==> config.mk <==
export PLATFORM = sky130hd
export DESIGN_NAME = intc_responder
export DESIGN_NICKNAME = d
export VERILOG_FILES = /design/src/rtl/intc_responder.sv
export SDC_FILE = /design/constraint.sdc
export NUM_CORES = 1
export LEC_CHECK = 0
export ABC_AREA = 1
export CAP_MARGIN = 20
export CORE_ASPECT_RATIO = 1.1
export CORE_MARGIN = 2
export CORE_UTILIZATION = 45
export CTS_CLUSTER_SIZE = 16
export DETAILED_ROUTE_END_ITERATION = 16
export PLACE_DENSITY = 0.76
export SYNTH_ARGS = -nofsm -noshare
export SYNTH_HDL_FRONTEND = slang
export SYNTH_SLANG_ARGS = --single-unit
==> constraint.sdc <==
create_clock -name clk -period 25.5 [get_ports clk]
set_input_delay 5.1 -clock clk [delete_from_list [all_inputs] [get_ports clk]]
set_output_delay 5.1 -clock clk [all_outputs]
set_load 0.03 [all_outputs]
==> src/rtl/intc_responder.sv <==
// intc_responder: interrupt controller for the CPU IntR/IntA handshake.
// Samples NSRC interrupt lines and tracks a pending bit for each one, using
// edge or level mode per source. It picks the highest-priority enabled source
// (ties go to the lowest index) and presents it as a registered req/level/vector.
// Build option: define INTC_IRQ_SYNC_EN to put a 2-flop synchronizer on irq in
// front of the sampling flop. Without it, irq is assumed synchronous to clk.
module intc_responder #(
    parameter int NSRC     = 16,
    parameter int VEC_BASE = 64
) (
    input  logic            clk,
    input  logic            rst_n,
    input  logic [NSRC-1:0] irq,
    output logic            intr_req,
    output logic [3:0]      intr_level,
    output logic [7:0]      intr_vec,
    input  logic            inta_ack,
    input  logic            reg_sel,
    input  logic            reg_wr,
    input  logic [7:0]      reg_addr,
    input  logic [31:0]     reg_wdata,
    output logic [31:0]     reg_rdata
);

    localparam int IW = (NSRC > 1) ? $clog2(NSRC) : 1;

    localparam logic [7:0] ADDR_ENABLE  = 8'h80;
    localparam logic [7:0] ADDR_PENDING = 8'h84;
    localparam logic [7:0] ADDR_CUR     = 8'h88;

    logic [NSRC-1:0] r_irq_s;     // sampled irq, input to edge detect
    logic [NSRC-1:0] r_irq_prev;  // previous sample, for rising-edge detect
    logic [NSRC-1:0] r_pending;
    logic [NSRC-1:0] r_enable;
    logic [NSRC-1:0] r_mode;      // 1 = edge, 0 = level
    logic [3:0]      r_lvl [NSRC];
    logic            r_req;
    logic [3:0]      r_level;
    logic [7:0]      r_vec;
    logic [IW-1:0]   r_idx;       // index of the source currently presented
    logic [31:0]     r_rdata;

    logic            w_wr;
    logic            w_rd;
    logic            w_ack;
    logic [NSRC-1:0] w_w1c;
    logic [NSRC-1:0] w_ack_clr;
    logic [NSRC-1:0] w_rise;
    logic            w_found;
    logic [3:0]      w_win_lvl;
    logic [7:0]      w_win_vec;
    logic [IW-1:0]   w_win_idx;
    logic [31:0]     w_rd_data;
    logic            w_unused;

    assign w_wr  = reg_sel & reg_wr;
    assign w_rd  = reg_sel & ~reg_wr;
    // An ack only counts while a request is actually being presented.
    assign w_ack = inta_ack & r_req;
    // Write-data bits above the implemented sources are intentionally dropped.
    assign w_unused = &{1'b0, reg_wdata};

`ifdef INTC_IRQ_SYNC_EN
    logic [NSRC-1:0] r_sync1;
    logic [NSRC-1:0] r_sync2;

    // Two-stage synchronizer ahead of the sampling flop.
    always_ff @(posedge clk or negedge rst_n) begin
        if (!rst_n) begin
            r_sync1 <= '0;
            r_sync2 <= '0;
        end else begin
            r_sync1 <= irq;
            r_sync2 <= r_sync1;
        end
    end
`endif

    // Sample the irq lines and keep the previous sample for edge detection.
    always_ff @(posedge clk or negedge rst_n) begin
        if (!rst_n) begin
            r_irq_s    <= '0;
            r_irq_prev <= '0;
        end else begin
            // NOTE: state is always updated with <= so every flop sees pre-edge values.
`ifdef INTC_IRQ_SYNC_EN
            r_irq_s    <= r_sync2;
`else
            r_irq_s    <= irq;
`endif
            r_irq_prev <= r_irq_s;
        end
    end

    // Per-source clear requests (W1C and ack) and rising-edge detection.
    always_comb begin
        // NOTE: defaults come first so no path leaves a signal unassigned (no latch).
        w_w1c     = '0;
        w_ack_clr = '0;
        if (w_wr && reg_addr == ADDR_PENDING) begin
            w_w1c = reg_wdata[NSRC-1:0];
        end
        for (int i = 0; i < NSRC; i++) begin
            w_ack_clr[i] = w_ack && (r_idx == IW'(i));
        end
        w_rise = r_irq_s & ~r_irq_prev;
    end

    // Pending bits: an edge source is set by a rising edge, and a set in the same
    // cycle as a clear wins. A level source simply follows the sampled line.
    always_ff @(posedge clk or negedge rst_n) begin
        if (!rst_n) begin
            r_pending <= '0;
        end else begin
            for (int i = 0; i < NSRC; i++) begin
                if (r_mode[i]) begin
                    r_pending[i] <= w_rise[i] | (r_pending[i] & ~(w_w1c[i] | w_ack_clr[i]));
                end else begin
                    r_pending[i] <= r_irq_s[i];
                end
            end
        end
    end

    // Register writes to the PRIO and ENABLE registers.
    always_ff @(posedge clk or negedge rst_n) begin
        if (!rst_n) begin
            // NOTE: the priority table is small and must come up as all zeros, so it is reset here.
            for (int i = 0; i < NSRC; i++) begin
                r_lvl[i] <= '0;
            end
            r_mode   <= '0;
            r_enable <= '0;
        end else if (w_wr) begin
            for (int i = 0; i < NSRC; i++) begin
                if (reg_addr == 8'(4 * i)) begin
                    r_mode[i] <= reg_wdata[8];
                    r_lvl[i]  <= reg_wdata[3:0];
                end
            end
            if (reg_addr == ADDR_ENABLE) begin
                r_enable <= reg_wdata[NSRC-1:0];
            end
        end
    end

    // Arbitration: the highest non-zero level among pending and enabled sources wins.
    // The strict '>' compare means a tie goes to the lowest index.
    always_comb begin
        w_found   = 1'b0;
        w_win_lvl = '0;
        w_win_vec = '0;
        w_win_idx = '0;
        for (int i = 0; i < NSRC; i++) begin
            if (r_pending[i] && r_enable[i] && r_lvl[i] > w_win_lvl) begin
                w_found   = 1'b1;
                w_win_lvl = r_lvl[i];
                w_win_vec = 8'(VEC_BASE + i);
                w_win_idx = IW'(i);
            end
        end
    end

    // Presented request. An ack forces one idle cycle before the next winner is shown.
    always_ff @(posedge clk or negedge rst_n) begin
        if (!rst_n) begin
            r_req   <= 1'b0;
            r_level <= '0;
            r_vec   <= '0;
            r_idx   <= '0;
        end else if (w_ack || !w_found) begin
            r_req   <= 1'b0;
            r_level <= '0;
            r_vec   <= '0;
            r_idx   <= '0;
        end else begin
            r_req   <= 1'b1;
            r_level <= w_win_lvl;
            r_vec   <= w_win_vec;
            r_idx   <= w_win_idx;
        end
    end

    // Read-data mux. Unmapped addresses and bits at or above NSRC read as zero.
    always_comb begin
        w_rd_data = '0;
        for (int i = 0; i < NSRC; i++) begin
            if (reg_addr == 8'(4 * i)) begin
                w_rd_data[8]   = r_mode[i];
                w_rd_data[3:0] = r_lvl[i];
            end
        end
        case (reg_addr)
            ADDR_ENABLE:  w_rd_data[NSRC-1:0] = r_enable;
            ADDR_PENDING: w_rd_data[NSRC-1:0] = r_pending;
            ADDR_CUR:     w_rd_data = {r_req, 19'b0, r_level, r_vec};
            default:      ;
        endcase
    end

    // Registered read data, updated only by a read access.
    always_ff @(posedge clk or negedge rst_n) begin
        if (!rst_n) begin
            r_rdata <= '0;
        end else if (w_rd) begin
            r_rdata <= w_rd_data;
        end
    end

    assign intr_req   = r_req;
    assign intr_level = r_level;
    assign intr_vec   = r_vec;
    assign reg_rdata  = r_rdata;

endmodule

======== Yosys cells after proc, flatten, opt, wreduce, memory -nomap -nowiden ========
Cells that the tools add are included.
word-level totals
  output and inout port bits .............. 45
  input bits .............................. 61
  register bits ........................... 193
  word-level logic and storage cells ...... 348
cells by class
  equal/unequal tests ..................... 33
  bitwise logic cells ..................... 70
  reduce and logical (&&, ||, !) cells .... 70
  $lt $le $gt $ge ......................... 16
  mux-type cells .......................... 118
operators with widths
  operator                                       count
  two-way mux 4 bit                              48
  two-way mux 8 bit                              16
  == test 8 x 6 -> 1 bit, second input constant  8
  > comparator 4 bit                             15
  two-way mux 1 bit                              50
  logical AND 1 bit                              49
  one-hot mux 16 bit (3 select lines)            1
  AND reduction 2 bit                            17
  == test 4 bit, second input constant           8
  == test 8 x 5 -> 1 bit, second input constant  4
  two-way mux 16 bit                             2
  OR 1 bit                                       32
  == test 8 bit, second input constant           3
  bitwise AND 1 bit                              19
  NOT 1 bit                                      17
  bitwise AND 16 bit                             1
  == test 4 x 3 -> 1 bit, second input constant  4
  == test 8 x 4 -> 1 bit, second input constant  2
  NOT 16 bit                                     1
  == test 4 x 2 -> 1 bit, second input constant  2
  == test 8 x 3 -> 1 bit, second input constant  1
  zero test 8 bit                                1
  two-way mux 7 bit                              1
  == test 4 x 1 -> 1 bit, second input constant  1
  4 further kinds                                4

======== Longest topological paths before layout ========
Gate-level depths: netlist of the first run.
  depth in word-level cells ............... 51
  depth in mapped cells ................... 139
  depth with buffers taken out ............ 136

======== Worst setup path before layout of the first run ========
OpenSTA, ideal clock, no wires.
  path kind ............................... flip-flop to flip-flop
  start point ............................. register r_lvl[61] in the netlist's numbering
  end point ............................... register r_idx[1]
  required time ........................... 25.377 ns
  library setup time ...................... 0.123 ns
  stages on the path, launching flop included .. 134
  arrival ................................. 15.166 ns
  path slack .............................. 10.211 ns
  buffers on the path ..................... 3
  period minus slack after synthesis ...... 15.289 ns
  cell sequence ........................... dfrtp_1 -> nor2_1 -> nand3_2 -> nand2_4 -> inv_1 -> nand2_1 -> ha_1 -> nand2_1 -> nor2_2 -> nor2_4 -> nand2_4 -> nand2_1 -> o21ai_0 -> ha_1 -> inv_1 -> o21bai_1 -> inv_2 -> nand2_2 -> [98 not listed] -> nor2_1 -> a211oi_1 -> nand2_1 -> inv_1 -> nand2_1 -> and2_1 -> ha_1 -> nand2_1 -> o2111ai_1 -> nand2_1 -> inv_1 -> nand2_1 -> nor3_1 -> nand2_4 -> nand2_4 -> nand2_2 -> inv_2 -> a21oi_2
on the way
  word-level cells in the longest chain between the ends .. 51
  elaborated cells on any way between the ends .. 80
  those cells by class .................... order compare: 16; mux: 46; reduce/logical: 18
RTL lines
  item                               line  source
  from (decl)                        36    logic [3:0] r_lvl [NSRC];
  from (signal, indexed assignment)  138   r_lvl[i] <= reg_wdata[3:0];
  > comparator 4 x 1 -> 1 bit        155   if (r_pending[i] && r_enable[i] && r_lvl[i] > w_win_lvl) begin
  logical AND 1 bit                  155
  two-way mux 4 bit                  155
  > comparator 4 bit                 155
  logical AND 1 bit                  155
  two-way mux 4 bit                  155
  > comparator 4 bit                 155
  logical AND 1 bit                  155
  [35 not listed]                    --
  logical AND 1 bit                  155
  two-way mux 4 bit                  155
  > comparator 4 bit                 155
  logical AND 1 bit                  155
  two-way mux 1 bit                  155
  zero test 1 bit                    171   end else if (w_ack || !w_found) begin
  logical OR 1 bit                   171
  two-way mux 4 bit *                171
  to (signal assigned)               180   r_idx <= w_win_idx;
  to (decl)                          40    logic [IW-1:0] r_idx;
Every way passes the cells marked *; elsewhere a longest branch is shown, timed or not.
A chain may end at the register's enable or synchronous reset.

======== Worst setup path in the final report of the first run ========
  start point ............................. register r_lvl[60] in the netlist's numbering
  end point ............................... register r_level[2], in the netlist intr_level[2]
on the way
  word-level cells in the longest chain between the ends .. 51
  elaborated cells on any way between the ends .. 67
  those cells by class .................... order compare: 16; mux: 33; reduce/logical: 18
RTL lines
  item                         line  source
  > comparator 4 x 1 -> 1 bit  155
  logical AND 1 bit            155
  two-way mux 4 bit            155
  > comparator 4 bit           155
  logical AND 1 bit            155
  two-way mux 4 bit            155
  > comparator 4 bit           155
  logical AND 1 bit            155
  [35 not listed]              --
  logical AND 1 bit            155
  two-way mux 4 bit            155
  > comparator 4 bit           155
  logical AND 1 bit            155
  two-way mux 1 bit            155
  zero test 1 bit              171
  logical OR 1 bit             171
  two-way mux 4 bit *          171
  to (signal assigned)         178   r_level <= w_win_lvl;
  to (decl)                    38    logic [3:0] r_level;
Marked as above.

==> out/summary.txt, run 1 <==
result of the run: complete, no violations
number of hold-slack violations in the final timing report: 0
root cell of the clock tree: clkbuf_16
routed length on met1: 12820 µm
Antenna Cells: 0
CP Capture Type: flop
vias per std cell: 5.371
fraction of post-synthesis cell area in the top cell type by area: 40.81%
fraction of power consumed by sequential logic: 47.3%
portion of the post-synthesis area used by sequential elements: 40.81%
worst hold-check path type: flop to flop
switching part of the total power: 27.74%
post-CTS setup buffer count: 0
post-synthesis register bit count: 171
Clock Skews: 0.01005 ns
worst-margin pin slew: 1.013 ns
FFs w/ async S/R, synth: 100.0%
synthesized area per cell: 7.539 µm²
first-pass iteration count of the detailed router: 5
most frequent CP cell: inv_1
Period Utilization, post-route: 68.14%
TritonCTS clock tree: done
WL/cell: 15.93 µm
max frequency: 57.55 MHz
WP data required: 25.81 ns
count of boundary I/O pins: 106
DR vias: 9560
sequential standard cell area: 0.004279 mm²
initial cell density of the core: 45.87%
Pwr Total: 0.6095 mW
number of buffers created by CTS: 17
hold path cells: 0
core outline area: 0.02286 mm²
depth of the CTS H-tree: 4
Reg-to-Reg End: intr_level[2]$_DFF_PN0_
Longest Clk Path Bufs: 2
FP Rows: 58
ys flop type: dfrtp_1
count of input and output buffers: 71
number of DRC markers in iteration 0: 818
category of the worst setup path launch point: flop
Switching Power: 0.1691 mW
number of pins exceeding their max-slew limit in the final report: 0
global routing usage summed across all routing layers: 24.15%
number of unique standard cell types used by synthesis: 41
number of antenna violations at the first check in global routing: 0
leading post-synthesis cells by instance count: nand2_1, dfrtp_1, inv_1
hold_buf cts: 0
combinational power share: 10.5%
aggregate routed wire length: 28360 µm
Post-Synthesis Cell Area: 0.01049 mm²
Worst path slowest cell: dfrtp_1
number of clock sinks seen by CTS: 171
data arrival time at the worst-slack endpoint: 17.69 ns
final estimated routing congestion in global placement: 0.8972
leading post-synthesis cells by cell area: dfrtp_1, nand2_1, o21ai_0
reported leakage power: 5.806 nW
start of the worst register-to-register path: r_lvl[60]$_DFFE_PN0P_
relative slew slack: 32.33%
count of endpoints failing setup in the final report: 0
class of the most critical setup path: flop to flop
synthesis-to-finish area growth: 14.95%
most common cell in the netlist: nand2_1
number of global-route vias before repair: 9194
Largest stage delay, worst path: 0.42 ns
count of unresolved DRC violations after routing: 0
EDFF count, synth: 0
worst vdd ir: 0.04266 mV
die width: 149.6 µm
worst min-delay path startpoint: r_irq_s[15]$_DFF_PN0_
CTS clock-pin slew for the worst setup and hold paths: 0.07 ns
number of nets at the end of the flow: 1567
overall die height: 164.1 µm
pin count of the biggest net entering global routing: 119
RSZ-0062 raised after global routing: no
Post-DP HPWL: 21060 µm
filler cell count: 2092
R2R depth: 126
number of instances in the synthesized netlist: 1391
Met2 Routed Length: 13160 µm
hold path endpoint: r_irq_prev[15]$_DFF_PN0_
maxcap violations: 0
top sig layer: met4
internal power contribution: 0.4404 mW
setup slack of the worst register-to-register path: 8.13 ns
clock network fraction of total power: 42.2%
Worst-Skew Late Latency: 0.43 ns
area taken by multi-input logic gates: 0.005410 mm²
warning count from the yosys run: 0
Antenna Violating Nets Remaining: 0
worst-path fanout max: 11
final period demand of the worst path: 17.37 ns
cell taking the most area after synthesis: dfrtp_1
Fin Setup TNS: 0 ns
sum of overflow across all layers after global routing: 0
total length of routed met3 wires: 1628 µm
wire length of the first global-routing pass: 46550 µm
worst path buffer plus inverter count: 24
Resize count post-CTS: 0
PD cells: 50.56 mW/mm²
Die Area: 0.02454 mm²
kind of cell with the highest combined delay on the critical path: simple AND/OR/NAND/NOR gates
share of cells above drive strength 1: 9.932%
-- sequential cells by signal, indices dropped and copies added, names as in the netlist --
register / flops
r_lvl: 64
reg_rdata: 17
r_enable: 16
r_irq_prev: 16
r_irq_s: 16
r_mode: 16
r_pending: 16
intr_level: 4
r_idx: 3
intr_vec: 2
intr_req: 1
-- kinds of logic (layout without fill, tap and decap cells) --
kind of cell,count (synthesis),in the layout,share of synthesized area (%)
AO/OA/AOI/OAI,238,238,13.09
buffers and inverters,205,277,8.209
adder cells (fa/ha/maj),38,38,4.534
other,1,18,0.03576
flip-flops,171,171,40.81
AND/OR/NAND/NOR,738,738,33.33
-- placed cells by master, fill, tap and decap left out, types with 2 or more instances in the layout --
master / instances
a32o_1: 2
nand3_1: 120
a221oi_1: 4
nor4_1: 2
nand2_4: 20
nand4_1: 11
nor3_1: 13
o21bai_1: 14
buf_4: 5
inv_6: 6
nor2_1: 91
inv_8: 4
and2_1: 6
a22o_1: 7
nand2_1: 397
ha_1: 38
a21oi_1: 26
a21oi_2: 2
dfrtp_1: 171
nand3_2: 14
nor2_4: 11
nor2_8: 2
o2111ai_1: 5
conb_1: 18
nand3b_1: 2
clkinvlp_4: 2
o211ai_1: 14
clkdlybuf4s50_1: 70
o22ai_1: 3
clkbuf_16: 17
nor2_2: 10
o21ai_0: 150
nand2_2: 36
o31ai_1: 2
o221ai_1: 2
inv_1: 157
a211oi_1: 4
inv_2: 11
nand2_8: 2
-- per-stage QoR --
step	hold slack, ns	std cells	cell area, µm²	worst slack (ns)	util (%)
after floorplan	0.3540	1408	10550	10.21	-
after global placement	0.3592	1748	11450	8.667	50.09
after detailed placement	0.3648	1748	11450	8.364	50.09
after CTS	0.3800	1779	12030	8.244	52.61
after global routing	0.3912	1780	12050	6.208	52.73
final	0.3764	1780	12050	8.125	52.73
-- power by group through the flow --
stage                     Combinational [mW]  Sequential [mW]  Clock, mW
after floorplan                       0.0405            0.292          0
after global placement                0.0622            0.293          0
after detailed placement              0.0636            0.293          0
after CTS                             0.0640            0.288      0.259
after global routing                  0.0721            0.289      0.270
final                                 0.0642            0.288      0.257
-- how the worst max path moves through the flow --
stage	slack [ns]	cells past startpoint	start	endpoint
after floorplan	10.21	133	r_lvl[61]$_DFFE_PN0P_	r_idx[1]$_DFF_PN0_
after global placement	8.67	110	r_lvl[62]$_DFFE_PN0P_	r_idx[2]$_DFF_PN0_
after detailed placement	8.36	115	r_lvl[60]$_DFFE_PN0P_	r_idx[2]$_DFF_PN0_
after CTS	8.24	122	r_lvl[60]$_DFFE_PN0P_	intr_level[2]$_DFF_PN0_
after global routing	6.21	128	r_lvl[62]$_DFFE_PN0P_	intr_level[2]$_DFF_PN0_
final	8.13	126	r_lvl[60]$_DFFE_PN0P_	intr_level[2]$_DFF_PN0_
-- per-layer routing --
layer / track usage [%] / up-vias
li1: - / 4686
met2: 39.41 / 312
met3: 3.611 / 53
met4: 8.355 / 0
met1: 32.87 / 4509
met5: 0 / -
-- layout make-up --
class                   instances  share of cell area, %
clock inverters                14                  1.256
multi-input cells            1032                  44.88
inverters                     169                  5.273
repair buffers                 77                  6.446
flip-flops and latches        171                  35.50
clock buffers                  17                  3.529
well taps                     300                  3.114
Power figures use the tool's default switching activity.
==> run 2: changes to the inputs <==
- PLACE_DENSITY: 0.76 -> 0.79
- clock period: 25.5 -> 14.5 ns (I/O delays scaled with it)
==> run 2 against run 1 <==
Against the previous run:
- the run now ends with negative setup slack left
- critical path depth increased by 2
- clock-buffer cell count grew 1
- flip-flop and latch count is the same
- total power grew 85%
- wire length increased by 25%
- non-clock buffer count is 208 higher
- register-to-register slack worse by 8.9 ns
- worst hold slack is essentially flat
- via count rose by 17%
- fmax up 14%
- clock power grew 79%
- sequential power increased by 77%
- critical endpoint is now intr_level[3]$_DFF_PN0_
==> out/summary.txt, run 2 (synthesized netlist as in run 1, its figures left out) <==
Finished Core Util: 63.73%
maxcap violations: 0
worst path buffer plus inverter count: 27
wire length of the first global-routing pass: 52320 µm
worst-path fanout max: 8
most used cells in the layout excluding fill and tap cells: nand2_1, buf_4, dfrtp_1, inv_1, o21ai_0
R2R depth: 128
relative slew slack: 24.42%
hold_buf cts: 0
WP data required: 14.83 ns
FP Rows: 58
worst vdd ir: 0.09250 mV
Longest Clk Path Bufs: 2
Fin Setup TNS: -7.721 ns
overall die height: 164.1 µm
result of the run: finished with violations
number of clock sinks seen by CTS: 171
kind of cell with the highest combined delay on the critical path: simple AND/OR/NAND/NOR gates
synthesis-to-finish area growth: 38.92%
filler cell count: 1644
number of pins exceeding their max-slew limit in the final report: 0
reported leakage power: 6.936 nW
count of endpoints failing setup in the final report: 10
fraction of power consumed by sequential logic: 45.2%
vias per std cell: 5.629
largest register by flop count: r_lvl
Post-DP HPWL: 22000 µm
final worst hold slack: 0.3768 ns
RSZ-0062 raised after global routing: yes
count of input and output buffers: 71
number of flip-flops under the largest register name: 64
Largest stage delay, worst path: 0.39 ns
violated checks: negative setup slack
TritonCTS clock tree: done
switching part of the total power: 28.67%
combinational power share: 13.7%
start of the worst register-to-register path: r_lvl[60]$_DFFE_PN0P_
class of the most critical setup path: flop to flop
data arrival time at the worst-slack endpoint: 15.63 ns
Reg-to-Reg End: intr_level[3]$_DFF_PN0_
sum of overflow across all layers after global routing: 0
Period Utilization, post-route: 105.5%
Die Area: 0.02454 mm²
depth of the CTS H-tree: 4
final period demand of the worst path: 15.30 ns
first-pass iteration count of the detailed router: 7
capture point of the worst path: intr_level[3]$_DFF_PN0_
Antenna Cells: 0
Clock Skews: 0.008052 ns
final estimated routing congestion in global placement: 0.8894
Pwr Total: 1.125 mW
most frequent CP cell: nand2_4
global routing usage summed across all routing layers: 26.98%
number of buffers created by CTS: 17
number of DRC markers in iteration 0: 1373
pin count of the biggest net entering global routing: 108
count of boundary I/O pins: 106
number of global-route vias before repair: 10.47k
DR vias: 11.20k
number of cells on the critical path: 128
source of the critical timing path: r_lvl[60]$_DFFE_PN0P_
max frequency: 65.35 MHz
worst hold-check path type: flop to flop
Worst path slowest cell: dfrtp_1
internal power contribution: 0.8027 mW
aggregate routed wire length: 35490 µm
count of unresolved DRC violations after routing: 0
number of hold-slack violations in the final timing report: 0
die width: 149.6 µm
clock network fraction of total power: 41.0%
worst-margin pin slew: 1.122 ns
category of the worst setup path launch point: flop
setup slack of the worst register-to-register path: -0.80 ns
CTS clock-pin slew for the worst setup and hold paths: 0.07 ns
WL/cell: 17.84 µm
root cell of the clock tree: clkbuf_16
Worst-Skew Late Latency: 0.43 ns
number of nets at the end of the flow: 1775
number of antenna violations at the first check in global routing: 0
CP Capture Type: flop
hold path cells: 0
commonest non-fill, non-tap cell in the layout: nand2_1
Antenna Violating Nets Remaining: 0
Switching Power: 0.3227 mW
PD cells: 77.25 mW/mm²
initial cell density of the core: 45.87%
core outline area: 0.02286 mm²
share of cells above drive strength 1: 30.08%
crit path setup slack, layout: -0.8011 ns
[run 2: cell types whose count changed in the layout (fill, tap and decap cells not counted), moves of 13 or more]
cell	delta
buf_4	+206
nand2_1	-37
o21ai_0	-25
inv_1	-22
nand3_1	-21
ha_1	-19
ha_4	+19
nand3_2	+19
inv_2	+17
nand2_4	+17
nand2_2	+15
o21ai_2	+13
[run 2: worst register-to-register path, delay by kind of cell (launching register included)]
kind | cells | cell delay [ns]
flip-flops | 1 | 0.39
AO/OA/AOI/OAI | 20 | 2.40
adder cells (fa/ha/maj) | 13 | 3.47
AND/OR/NAND/NOR | 68 | 6.53
buffers and inverters | 27 | 2.40
[run 2: area by class of cell]
cell class | count | area (µm²) | share of cell area [%]
Clock inverter | 14 | 148.9 | 1.022
Multi-Input combinational cell | 1032 | 6347 | 43.57
Sequential cell | 171 | 4279 | 29.37
Clock buffer | 18 | 439.2 | 3.015
Timing Repair Buffer | 285 | 2330 | 15.99
Inverter | 169 | 648.1 | 4.449
Tap cell | 300 | 375.4 | 2.577
[run 2: metal layers]
layer / routed length [µm] / part of all wire [%] / GRT usage, % / vias to the layer above
met3: 3087 / 8.7 / 4.500 / 119
met1: 13640 / 38 / 34.72 / 5279
li1: - / - / - / 5103
met4: 1372 / 3.9 / 10.61 / 0
met5: 0 / 0 / 0 / -
met2: 17390 / 49 / 45.39 / 695
[run 2: per-stage QoR]
step / cells / instance area [µm²] / setup WS [ns]
after global routing: 1989 / 14570 / -1.553
final: 1989 / 14570 / -0.8011
after floorplan: 1408 / 10600 / 0.001888
after global placement: 1864 / 12370 / -0.3378
after detailed placement: 1864 / 12370 / -0.7048
after CTS: 1966 / 13840 / -0.07634
[run 2: repair_timing]
item | CTS | global route
cloned | 0 | 0
gates resized for setup | 86 | 118
pin swaps | 68 | 95
endpoints found under the setup margin | 10 | 10
setup buffers | 70 | 26
[run 2: worst min path at each step]
stage                                from                        to  slack, ns
floorplan           r_irq_s[10]$_DFF_PN0_  r_irq_prev[10]$_DFF_PN0_       0.35
global placement    r_irq_s[11]$_DFF_PN0_  r_irq_prev[11]$_DFF_PN0_       0.36
detailed placement   r_irq_s[5]$_DFF_PN0_   r_irq_prev[5]$_DFF_PN0_       0.36
CTS                 r_irq_s[14]$_DFF_PN0_  r_irq_prev[14]$_DFF_PN0_       0.38
global route         r_irq_s[7]$_DFF_PN0_   r_irq_prev[7]$_DFF_PN0_       0.38
finish               r_irq_s[5]$_DFF_PN0_   r_irq_prev[5]$_DFF_PN0_       0.38
[run 2: power groups by stage]
stage               clock network (mW)  registers, mW  logic, mW
floorplan                            0          0.514     0.0745
global placement                     0          0.515      0.122
detailed placement                   0          0.515      0.125
CTS                              0.460          0.507      0.136
global route                     0.478          0.510      0.167
finish                           0.461          0.509      0.155
==> run 3: changes to the inputs <==
- PLACE_DENSITY: 0.79 -> 0.76
- clock period: 14.5 -> 16.7 ns (I/O delays scaled with it)
==> run 3 against run 2 <==
Against the previous run:
- the run now ends clean
- register-to-register slack gained 1.8 ns
- die area is the same
- via count shrank 11%
- clock skew grew 0.0025 ns
- clock power shrank 16%
- sequential power shrank 13%
- fmax shrank 2.8%
- final area shrank 13%
- clock-buffer cell count shrank 1
- utilization shrank 8.4 points
- wire length shrank 16%
- largest cell class unchanged
- highest routed layer unchanged
==> out/summary.txt, run 3 (synthesized netlist as in run 1, its figures left out) <==
Post-DP HPWL: 21370 µm
aggregate routed wire length: 29980 µm
hold path cells: 0
TritonCTS clock tree: done
WP data required: 17.01 ns
final period demand of the worst path: 15.74 ns
category of the worst setup path launch point: flop
worst-margin pin slew: 1.007 ns
crit path setup slack, layout: 0.9567 ns
worst vdd ir: 0.07903 mV
kind of cell with the highest combined delay on the critical path: simple AND/OR/NAND/NOR gates
count of endpoints failing setup in the final report: 0
FP Rows: 58
CTS clock-pin slew for the worst setup and hold paths: 0.07 ns
number of clock sinks seen by CTS: 171
Reg-to-Reg End: r_idx[1]$_DFF_PN0_
first-pass iteration count of the detailed router: 5
setup slack of the worst register-to-register path: 0.96 ns
pin count of the biggest net entering global routing: 112
Die Area: 0.02454 mm²
data arrival time at the worst-slack endpoint: 16.06 ns
R2R depth: 127
number of nets at the end of the flow: 1613
number of hold-slack violations in the final timing report: 0
share of cells above drive strength 1: 15.92%
overall die height: 164.1 µm
worst path buffer plus inverter count: 22
number of buffers created by CTS: 17
depth of the CTS H-tree: 4
result of the run: complete, no violations
Worst-Skew Late Latency: 0.44 ns
class of the most critical setup path: flop to flop
worst min-delay path startpoint: r_irq_s[5]$_DFF_PN0_
total length of routed met3 wires: 1894 µm
number of DRC markers in iteration 0: 901
Setup WS pre-CTS: -0.3050 ns
reported leakage power: 6.038 nW
Worst path slowest cell: dfrtp_1
number of pins exceeding their max-slew limit in the final report: 0
root cell of the clock tree: clkbuf_16
final estimated routing congestion in global placement: 0.8744
number of global-route vias before repair: 9284
maxcap violations: 0
instance area at placement: 0.01147 mm²
Met2 Routed Length: 14160 µm
vias per std cell: 5.460
core outline area: 0.02286 mm²
start of the worst register-to-register path: r_lvl[60]$_DFFE_PN0P_
number of antenna violations at the first check in global routing: 0
top sig layer: met4
sum of overflow across all layers after global routing: 0
most used cells in the layout excluding fill and tap cells: nand2_1, dfrtp_1, inv_1, o21ai_0, nand3_1
relative slew slack: 32.72%
Longest Clk Path Bufs: 2
routed length on met1: 12950 µm
Antenna Cells: 0
filler cell count: 2058
worst hold-check path type: flop to flop
hold_buf cts: 0
WL/cell: 16.42 µm
final instance area: 0.01265 mm²
count of boundary I/O pins: 106
CP Capture Type: flop
worst-path fanout max: 10
wire length of the first global-routing pass: 47370 µm
hold path endpoint: r_irq_prev[5]$_DFF_PN0_
Finished Core Util: 55.33%
number of flip-flops under the largest register name: 64
global routing usage summed across all routing layers: 24.58%
initial cell density of the core: 45.87%
max frequency: 63.52 MHz
count of unresolved DRC violations after routing: 0
die width: 149.6 µm
synthesis-to-finish area growth: 20.62%
count of input and output buffers: 71
Antenna Violating Nets Remaining: 0
Period Utilization, post-route: 94.27%
Largest stage delay, worst path: 0.42 ns
largest register by flop count: r_lvl
PD cells: 74.30 mW/mm²
commonest non-fill, non-tap cell in the layout: nand2_1
DR vias: 9970
Clock Skews: 0.01051 ns
## run 3: changes by cell type in the layout (fill, tap and decap cells not counted), moves of 12 or more
| cell | change |
|---|---|
| nand2_4 | -18 |
| nand3_2 | -16 |
| inv_2 | -12 |
| ha_4 | -17 |
| ha_1 | +17 |
| inv_1 | +17 |
| buf_4 | -164 |
| nand3_1 | +18 |
| nand2_1 | +21 |
## run 3: layout make-up
cell class / count / area [µm²] / share of cell area (%)
Timing Repair Buffer: 120 / 1104 / 8.725
Clock buffer: 17 / 425.4 / 3.363
Multi-Input combinational cell: 1035 / 5687 / 44.96
Sequential cell: 171 / 4279 / 33.83
Clock inverter: 14 / 142.6 / 1.128
Inverter: 169 / 635.6 / 5.025
Tap cell: 300 / 375.4 / 2.968
## run 3: power by group
part / switching, mW / internal (mW) / leakage (nW)
combinational: 0.0714 / 0.0409 / 3.49
clock: 0.188 / 0.199 / 0.282
sequential: 0.0131 / 0.428 / 2.26
## run 3: worst max-delay path by stage
stage,start,end,slack (ns),cells past startpoint
2_1_floorplan,r_lvl[61]$_DFFE_PN0P_,r_idx[1]$_DFF_PN0_,1.41,133
3_3_place_gp,r_lvl[60]$_DFFE_PN0P_,r_idx[2]$_DFF_PN0_,0.13,111
3_5_place_dp,r_lvl[61]$_DFFE_PN0P_,r_idx[1]$_DFF_PN0_,-0.31,118
4_1_cts,r_lvl[61]$_DFFE_PN0P_,r_idx[1]$_DFF_PN0_,0.005,127
5_1_grt,r_lvl[63]$_DFFE_PN0P_,intr_level[3]$_DFF_PN0_,-0.19,129
6_report,r_lvl[60]$_DFFE_PN0P_,r_idx[1]$_DFF_PN0_,0.96,127
## run 3: per-layer routing
layer	GRT usage, %	up-vias
li1	-	4785
met1	33.71	4723
met2	39.68	396
met3	3.417	66
met4	9.177	0
met5	0	-
## run 3: through the flow
| stage | total power [mW] | instances | setup TNS (ns) | hold WS [ns] |
|---|---|---|---|---|
| 5_1_grt | 0.9715 | 1826 | -1.403 | 0.3937 |
| 6_report | 0.9397 | 1826 | 0 | 0.3789 |
| 2_1_floorplan | 0.5085 | 1408 | 0 | 0.3540 |
| 3_3_place_gp | 0.5422 | 1751 | 0 | 0.3582 |
| 3_5_place_dp | 0.5451 | 1751 | -2.482 | 0.3656 |
| 4_1_cts | 0.9270 | 1782 | 0 | 0.3805 |
## run 3: worst reg2reg max path, delay by kind of cell (launching register included)
| family | cells | cell delay [ns] |
|---|---|---|
| AO/OA/AOI/OAI | 23 | 2.61 |
| adder cells (fa/ha/maj) | 15 | 4.42 |
| buffers and inverters | 22 | 1.54 |
| flip-flops | 1 | 0.42 |
| AND/OR/NAND/NOR | 67 | 6.62 |
## run 3: repair_timing
item                                    in CTS  in global routing
pin swaps                                    0                 62
endpoints found under the setup margin      10                 10
resized for setup                            8                 82
setup buffers                                0                 40
hold endpoints to repair                     0                  0
cloned                                       0                  3
